--- config.mk ---
export PLATFORM = sky130hd
export DESIGN_NAME = gcd_req_arbiter
export DESIGN_NICKNAME = d
export VERILOG_FILES = /design/src/rtl/gcd_req_arbiter.sv
export SDC_FILE = /design/constraint.sdc
export NUM_CORES = 1
export LEC_CHECK = 0
export ABC_AREA = 1
export ABC_CLOCK_PERIOD_IN_PS = 2500
export BUFFER_PORTS_ARGS = -buffer_cell sky130_fd_sc_hd__buf_2
export CAP_MARGIN = 20
export CORE_AREA = 2 2 55 57
export DETAILED_ROUTE_END_ITERATION = 8
export DIE_AREA = 0 0 57 59
export PLACE_DENSITY = 0.91
export REMOVE_ABC_BUFFERS = 1
export SETUP_SLACK_MARGIN = 0.3
export SYNTH_ARGS = -nofsm -noshare
export SYNTH_HDL_FRONTEND = slang
export SYNTH_SLANG_ARGS = --single-unit
--- constraint.sdc ---
create_clock -name clk -period 2.5 [get_ports clk]
set_clock_uncertainty 0.05 [all_clocks]
set_input_delay 0.375 -clock clk [delete_from_list [all_inputs] [get_ports clk]]
set_output_delay 0.375 -clock clk [all_outputs]
set_load 0.01 [all_outputs]
--- src/rtl/gcd_req_arbiter.sv ---
// gcd_req_arbiter: shares one GCD unit between two requesters.
// At most one operand pair is in flight. Responses return to whichever
// requester issued the outstanding pair.
//
// Build option: define GCD_ARB_ROUND_ROBIN_EN for round-robin arbitration.
// Without it, requester 0 always wins when valid and there is no pointer state.
//
// Handshake: every val/rdy pair transfers on a rising clk edge where both
// val and rdy are high. val never depends on its own rdy. The winner's
// req*_rdy is a combinational copy of gcd_operands_rdy, and gcd_result_rdy
// is a combinational copy of the owner's resp*_rdy.
//
// dbg_state exposes the FSM state for checkers (0 = IDLE, 1 = WAIT).
module gcd_req_arbiter #(
  parameter int W = 16
) (
  input  logic           clk,
  input  logic           reset,
  input  logic           req0_val,
  output logic           req0_rdy,
  input  logic [2*W-1:0] req0_bits,
  input  logic           req1_val,
  output logic           req1_rdy,
  input  logic [2*W-1:0] req1_bits,
  output logic           resp0_val,
  input  logic           resp0_rdy,
  output logic           resp1_val,
  input  logic           resp1_rdy,
  output logic [W-1:0]   resp_bits,
  output logic           gcd_operands_val,
  input  logic           gcd_operands_rdy,
  output logic [2*W-1:0] gcd_operands_bits,
  input  logic           gcd_result_val,
  output logic           gcd_result_rdy,
  input  logic [W-1:0]   gcd_result_bits,
  output logic           dbg_state
);

  typedef enum logic {
    IDLE = 1'b0,
    WAIT = 1'b1
  } state_t;

  state_t state_q, state_d;
  logic   owner_q, owner_d;
`ifdef GCD_ARB_ROUND_ROBIN_EN
  logic   prio_q, prio_d;
`endif

  logic win;
  logic in_wait;
  logic op_xfer;
  logic res_xfer;

  // While reset is high the outputs behave as in IDLE, even on the first
  // reset cycle when state_q may still hold WAIT.
  assign in_wait   = (state_q == WAIT) && !reset;
  assign op_xfer   = gcd_operands_val && gcd_operands_rdy;
  assign res_xfer  = gcd_result_val && gcd_result_rdy;
  assign resp_bits = gcd_result_bits;
  assign dbg_state = (state_q == WAIT);

  // Winner selection: 1 means requester 1, 0 means requester 0 or nobody.
  always_comb begin
    win = 1'b0;
`ifdef GCD_ARB_ROUND_ROBIN_EN
    if (prio_q) win = req1_val;
    else        win = !req0_val && req1_val;
`else
    win = !req0_val && req1_val;
`endif
  end

  // Handshake steering for the operand and result paths.
  always_comb begin
    req0_rdy          = 1'b0;
    req1_rdy          = 1'b0;
    resp0_val         = 1'b0;
    resp1_val         = 1'b0;
    gcd_result_rdy    = 1'b0;
    gcd_operands_val  = 1'b0;
    gcd_operands_bits = req0_bits;
    if (!in_wait) begin
      gcd_operands_bits = win ? req1_bits : req0_bits;
      gcd_operands_val  = win ? req1_val  : req0_val;
      if (!reset) begin
        req0_rdy = !win && gcd_operands_rdy;
        req1_rdy =  win && gcd_operands_rdy;
      end
    end else begin
      resp0_val      = !owner_q && gcd_result_val;
      resp1_val      =  owner_q && gcd_result_val;
      gcd_result_rdy = owner_q ? resp1_rdy : resp0_rdy;
    end
  end

  // Next-state logic: issue in IDLE, retire the result in WAIT.
  always_comb begin
    state_d = state_q;
    owner_d = owner_q;
`ifdef GCD_ARB_ROUND_ROBIN_EN
    prio_d  = prio_q;
`endif
    case (state_q)
      IDLE: begin
        if (op_xfer) begin
          state_d = WAIT;
          owner_d = win;
        end
      end
      WAIT: begin
        if (res_xfer) begin
          state_d = IDLE;
`ifdef GCD_ARB_ROUND_ROBIN_EN
          prio_d  = !owner_q;
`endif
        end
      end
      default: state_d = IDLE;
    endcase
  end

  // State registers; reset abandons any outstanding transaction.
  always_ff @(posedge clk) begin
    if (reset) begin
      state_q <= IDLE;
      owner_q <= 1'b0;
`ifdef GCD_ARB_ROUND_ROBIN_EN
      prio_q  <= 1'b0;
`endif
    end else begin
      state_q <= state_d;
      owner_q <= owner_d;
`ifdef GCD_ARB_ROUND_ROBIN_EN
      prio_q  <= prio_d;
`endif
    end
  end

endmodule
==> impl_metrics.yaml, run 1 <==
outcome:
  status: "completed"
clock_network:
  clock_latency_ns: 0.23
  ctsHtreeMaxLevel: 1
  clock_path_buffers: 2
  numCtsBuffers: 3
  cts_resized: 0
  clk_pin_slew_ns: 0.03
  post_cts_buffers: 0
  root_buffer: "clkbuf_4"
  cts_tree: "yes"
  cts_hold_buf: 0
  cts.sinks: 2
drt:
  drtPass1Iterations: 7
  wl_um: 2550
  initialDrtViolationCount: 67
  final_antenna_net_count: 0
  drcViolationCount: 0
  viasPerCell: 4.32
  via_count: 1172
  wire_per_inst_um: 9.41
cells_and_area:
  finish.net_count: 330
  postLayoutCoreUtil_pct: 42.7
  final_cells: 271
  drive_gt1_share_pct: 49.2
  num_antenna_cells: 0
  syn2layout_area_growth_pct: 62.1
  fill_cells: 298
placement:
  numPortBuffers: 110
  dpl.hpwl_um: 2120
  place_ws_ns: 0.580
  gp_congestion: 0.765
  place_inst: 268
setup_path:
  path_cells: "nand2_2 > nand2_4 > inv_4 > nand2_1 > nand2_1 > buf_2"
  cp_common_cell: "nand2_1"
  slowest_delay_ns: 0.33
  startpoint_type: "register"
  slowest_stage: "dfxtp_1"
  crit_required_ns: 2.08
  crit_type: "register to output port"
  cp-end-kind: "output port"
  cp_top_family: "simple AND/OR/NAND/NOR gates"
  path_max_fanout: 33
  arrival_ns: 1.54
  path_buf_inv: 2
synth:
  synthTopCellsByArea: "nand2_1 54%, buf_4 17%, dfxtp_1 5.6%, buf_6 4.7%, inv_1 3.2%"
  ys_ff_latch: 2
  yosysMostFrequentCell: "nand2_1"
  yosys.area.top_type: "nand2_1"
  synth_top_area_share_pct: 53.7
  synthCells: 149
  ys_types: 18
  synth_flop_cell: "dfxtp_1"
  avgSynthCellArea_um2: 4.79
  synth.cell_area_um2: 713
  yosys_warnings: 0
  synth_edf_count: 0
  yosys-top-cells-count: "102 x nand2_1, 16 x buf_4, 6 x inv_1"
  seq_area_frac_synth_pct: 5.61
  synthArstFlopShare_pct: 0
pwr:
  p_leak_nw: 0.843
  ir_worst_vdd_mv: 0.267
  p_int_uw: 188
  power.share.switching_pct: 41.5
  clkPwrFrac_pct: 22.4
  power.density_nw_per_um2: 278
  p_sw_uw: 133
  combPwrFrac_pct: 65.7
  p_seq_share_pct: 11.8
sta:
  rsz0062_at_grt: "no"
  max_freq_ghz: 0.510
  finalSetupViolations: 0
  worst_pin_slew_ns: 0.346
  setup_tns_ns: 0
  period_minus_slack_ns: 1.96
  slew_violations: 0
  finalCritPeriodShare_pct: 78.4
  hold_viol: 0
  slew_headroom_pct: 76.9
  fin_ws_ns: 0.540
floorplanning:
  initial_core_util_pct: 26.3
  die_w_um: 57
  io_pins: 143
  rows: 19
  die_area_um2: 3360
  fp.coreArea_um2: 2710
  die_y_um: 59
grt:
  grt_pass1_vias: 926
  grt_overflow: 0
  antenna_found_initial: 0
  grt.total_usage_pct: 14.1
  grt_pass1_wl_um: 3800
  grt_max_degree: 34
worst_hold_path:
  hp-class: "input pin to register"
job:
  max_cap_viol_count: 0
==> flip-flops by register name, summed over array words and instances, names as in the netlist <==
signal and flops:
dbg_state 1, owner_q 1
==> stage by stage <==
stage / power (mW) / cell area [um2] / hold WS [ns]
floorplan: 0.138 / 544 / 0.420
global placement: 0.248 / 1130 / 0.456
detailed placement: 0.251 / 1130 / 0.455
CTS: 0.328 / 1160 / 0.393
global route: 0.355 / 1160 / 0.421
finish: 0.321 / 1160 / 0.401
==> kinds of logic after synthesis <==
logic type / Yosys count / synth area share [%]
flops: 2 / 5.61
compound gates: 2 / 1.40
buf+inv: 30 / 28.2
simple gates: 115 / 64.7
==> metal layers <==
metal	wire, um	global-route usage (%)	vias up
li1	-	-	611
met1	954	14.8	475
met2	1170	22.2	82
met3	383	9.61	2
met4	0	3.99	2
met5	39	9.52	-
==> cell type report <==
type | count | area, um2 | area share [%]
Multi-Input combinational cell | 117 | 472 | 40.8
Inverter | 8 | 32.5 | 2.81
Timing Repair Buffer | 110 | 551 | 47.6
Clock buffer | 3 | 22.5 | 1.95
Tap cell | 31 | 38.8 | 3.35
Sequential cell | 2 | 40.0 | 3.46
==> power by group through the flow <==
stage / Combinational (mW) / Clock [mW] / Sequential (mW)
after detailed placement: 0.213 / 0 / 0.0384
after global routing: 0.239 / 0.0779 / 0.0388
after CTS: 0.213 / 0.0766 / 0.0379
after global placement: 0.210 / 0 / 0.0382
after floorplan: 0.0997 / 0 / 0.0386
final: 0.211 / 0.0720 / 0.0380
==> final timing paths <==
path                                 from                   end  slack [ns]  depth (start not counted)
worst max-delay path            dbg_state  gcd_operands_bits[5]        0.54                          6
worst min-delay path                reset               owner_q        0.40                          4
worst max register to register  dbg_state             dbg_state        1.54                          5
worst min register to register    owner_q               owner_q        0.46                          2
==> worst reg2reg max path, cell delays in order (launching register included) <==
cell     delay (ns)
dfxtp_1        0.38
nand2_2        0.12
inv_1          0.11
nand3_1        0.09
nand2_1        0.06
nand2_1        0.04
==> layout by cell type, fill, tap and decap left out <==
master / count
inv_4: 1
nor4_1: 1
dfxtp_1: 2
inv_1: 6
nand2_4: 1
nand2_2: 1
a21oi_1: 1
nand3_1: 3
nand2_1: 102
nor3_1: 2
nand3b_1: 1
buf_2: 110
clkbuf_4: 3
nor2_4: 1
o21ai_0: 1
inv_2: 1
nor2_1: 3
(Power assumes the default switching activity.)
==> run 2, diff against run 1 <==
Settings changed: ABC_CLOCK_PERIOD_IN_PS 2500 to 1800, CORE_AREA 2 2 55 57 to 2 2 52 73, DIE_AREA 0 0 57 59 to 0 0 54 75, PLACE_DENSITY 0.91 to 0.8.
Clock period 2.5 ns to 1.8 ns, I/O delays scaled along.
==> run 2 against run 1 <==
  * Setup slack got worse by 0.32 ns
  * Design area increased by 40%
  * Clock power increased by 140%
  * Sequential power increased by 43%
  * Core utilization increased by 5.3 points
  * First-iteration DRC count decreased by 82%
  * Cell count increased by 6.3%
  * Critical path type unchanged
  * Critical endpoint is now gcd_operands_bits[2]
==> impl_metrics.yaml, run 2 (same netlist as run 1, synthesis figures left out) <==
cells_and_area:
  finish.net_count: 338
  layout_common_cells: "98 x buf_2, 58 x nand2_1, 30 x nand2_2"
  drive_gt1_share_pct: 69.0
  layout_commonest_cell: "buf_2"
  multi_input_area_um2: 666
  final_cells: 288
  register_area_um2: 43.8
  fill_cells: 330
  num_antenna_cells: 0
  stdcell_area_um2: 1620
  syn2layout_area_growth_pct: 127
placement:
  gp_congestion: 0.777
  dpl.hpwl_um: 2280
  place_inst: 278
  numPortBuffers: 110
  place_ws_ns: 0.280
  place_area_um2: 1160
clock_network:
  clock_latency_ns: 0.21
  clock_path_buffers: 2
  cts_tree: "yes"
  ctsHtreeMaxLevel: 1
  root_buffer: "clkbuf_8"
  clk_pin_slew_ns: 0.03
  cts_hold_buf: 0
  cts.sinks: 2
  numCtsBuffers: 3
grt:
  grt_pass1_vias: 1164
  antenna_found_initial: 0
  grt_pass1_wl_um: 4620
  grt_max_degree: 33
  grt_overflow: 0
  grt.total_usage_pct: 15.7
pwr:
  p_leak_nw: 1.00
  power.density_nw_per_um2: 417
  total_power_uw: 677
  ir_worst_vdd_mv: 0.336
job:
  max_cap_viol_count: 0
setup_path:
  startpoint_type: "register"
  arrival_ns: 1.26
  path_max_fanout: 8
  crit_type: "register to output port"
  cp-end-kind: "output port"
  crit_required_ns: 1.48
floorplanning:
  io_pins: 143
  rows: 25
  fp.coreArea_um2: 3380
  die_w_um: 54
  die_y_um: 75
  initial_core_util_pct: 21.1
  die_area_um2: 4050
sta:
  finalCritPeriodShare_pct: 88.0
  setup_tns_ns: 0
  slew_headroom_pct: 86.0
  max_freq_ghz: 0.631
  fin_ws_ns: 0.215
  slew_violations: 0
  hold_viol: 0
  period_minus_slack_ns: 1.58
  finalSetupViolations: 0
  worst_pin_slew_ns: 0.209
  rsz0062_at_grt: "yes"
drt:
  wl_um: 3510
  viasPerCell: 4.40
  drcViolationCount: 0
  final_antenna_net_count: 0
  initialDrtViolationCount: 12
  via_count: 1266
  drtPass1Iterations: 4
  wire_per_inst_um: 12.2
worst_hold_path:
  hp-class: "input pin to register"
outcome:
  status: "completed"
[run 2: changes by cell type in the layout (fill, tap and decap cells not counted), moves of 12 or more]
cell	change
nand2_2	+29
nand2_4	+14
buf_6	+12
nand2_1	-44
buf_2	-12
[run 2: metal layers]
| metal | wire length, um | vias up | share of wire (%) | GRT usage [%] |
|---|---|---|---|---|
| met1 | 1170 | 529 | 33 | 14.4 |
| met2 | 1820 | 107 | 52 | 29.8 |
| met4 | 8 | 0 | 0.23 | 5.00 |
| met5 | 0 | - | 0 | 5.56 |
| met3 | 506 | 2 | 14 | 6.35 |
| li1 | - | 628 | - | - |
[run 2: worst paths after layout]
path                  startpoint                   end  slack [ns]  depth (start not counted)
setup reg to reg       dbg_state             dbg_state        0.67                          7
hold / removal    gcd_result_val             dbg_state        0.31                          4
setup / recovery       dbg_state  gcd_operands_bits[2]        0.22                          7
hold reg to reg          owner_q               owner_q        0.49                          2
[run 2: metrics by stage]
step | utilization (%) | hold slack, ns
finish | 48.0 | 0.307
global route | 48.0 | 0.331
CTS | 41.2 | 0.310
detailed placement | 34.5 | 0.481
global placement | 34.5 | 0.461
floorplan | - | 0.387
[run 2: timing repair]
action / in CTS / in global routing
gates cloned: 3 / 0
gates resized for setup: 22 / 57
buffers inserted: 3 / 1
hold endpoints to repair: 0 / 0
endpoints found under the setup margin: 32 / 32
pin swaps: 5 / 14
[run 2: where the power goes]
group          total [mW]  internal (mW)  leakage [nW]  switching, mW
Sequential         0.0543         0.0489        0.0171        0.00538
Combinational       0.447          0.232         0.963          0.216
Clock               0.175          0.141        0.0216         0.0337
[run 2: final cells by class]
class	instances	area share, %
Inverter	8	2.31
Clock buffer	3	2.55
Tap cell	40	3.09
Timing Repair Buffer	118	48.3
Multi-Input combinational cell	117	41.0
Sequential cell	2	2.70
[run 2: critical path, stage by stage (launching register included)]
cell and delay [ns]:
dfxtp_4 0.35, nand2_4 0.10, nand2_8 0.08, buf_12 0.14, buf_16 0.14, nand2_2 0.05, nand2_1 0.05, buf_2 0.14
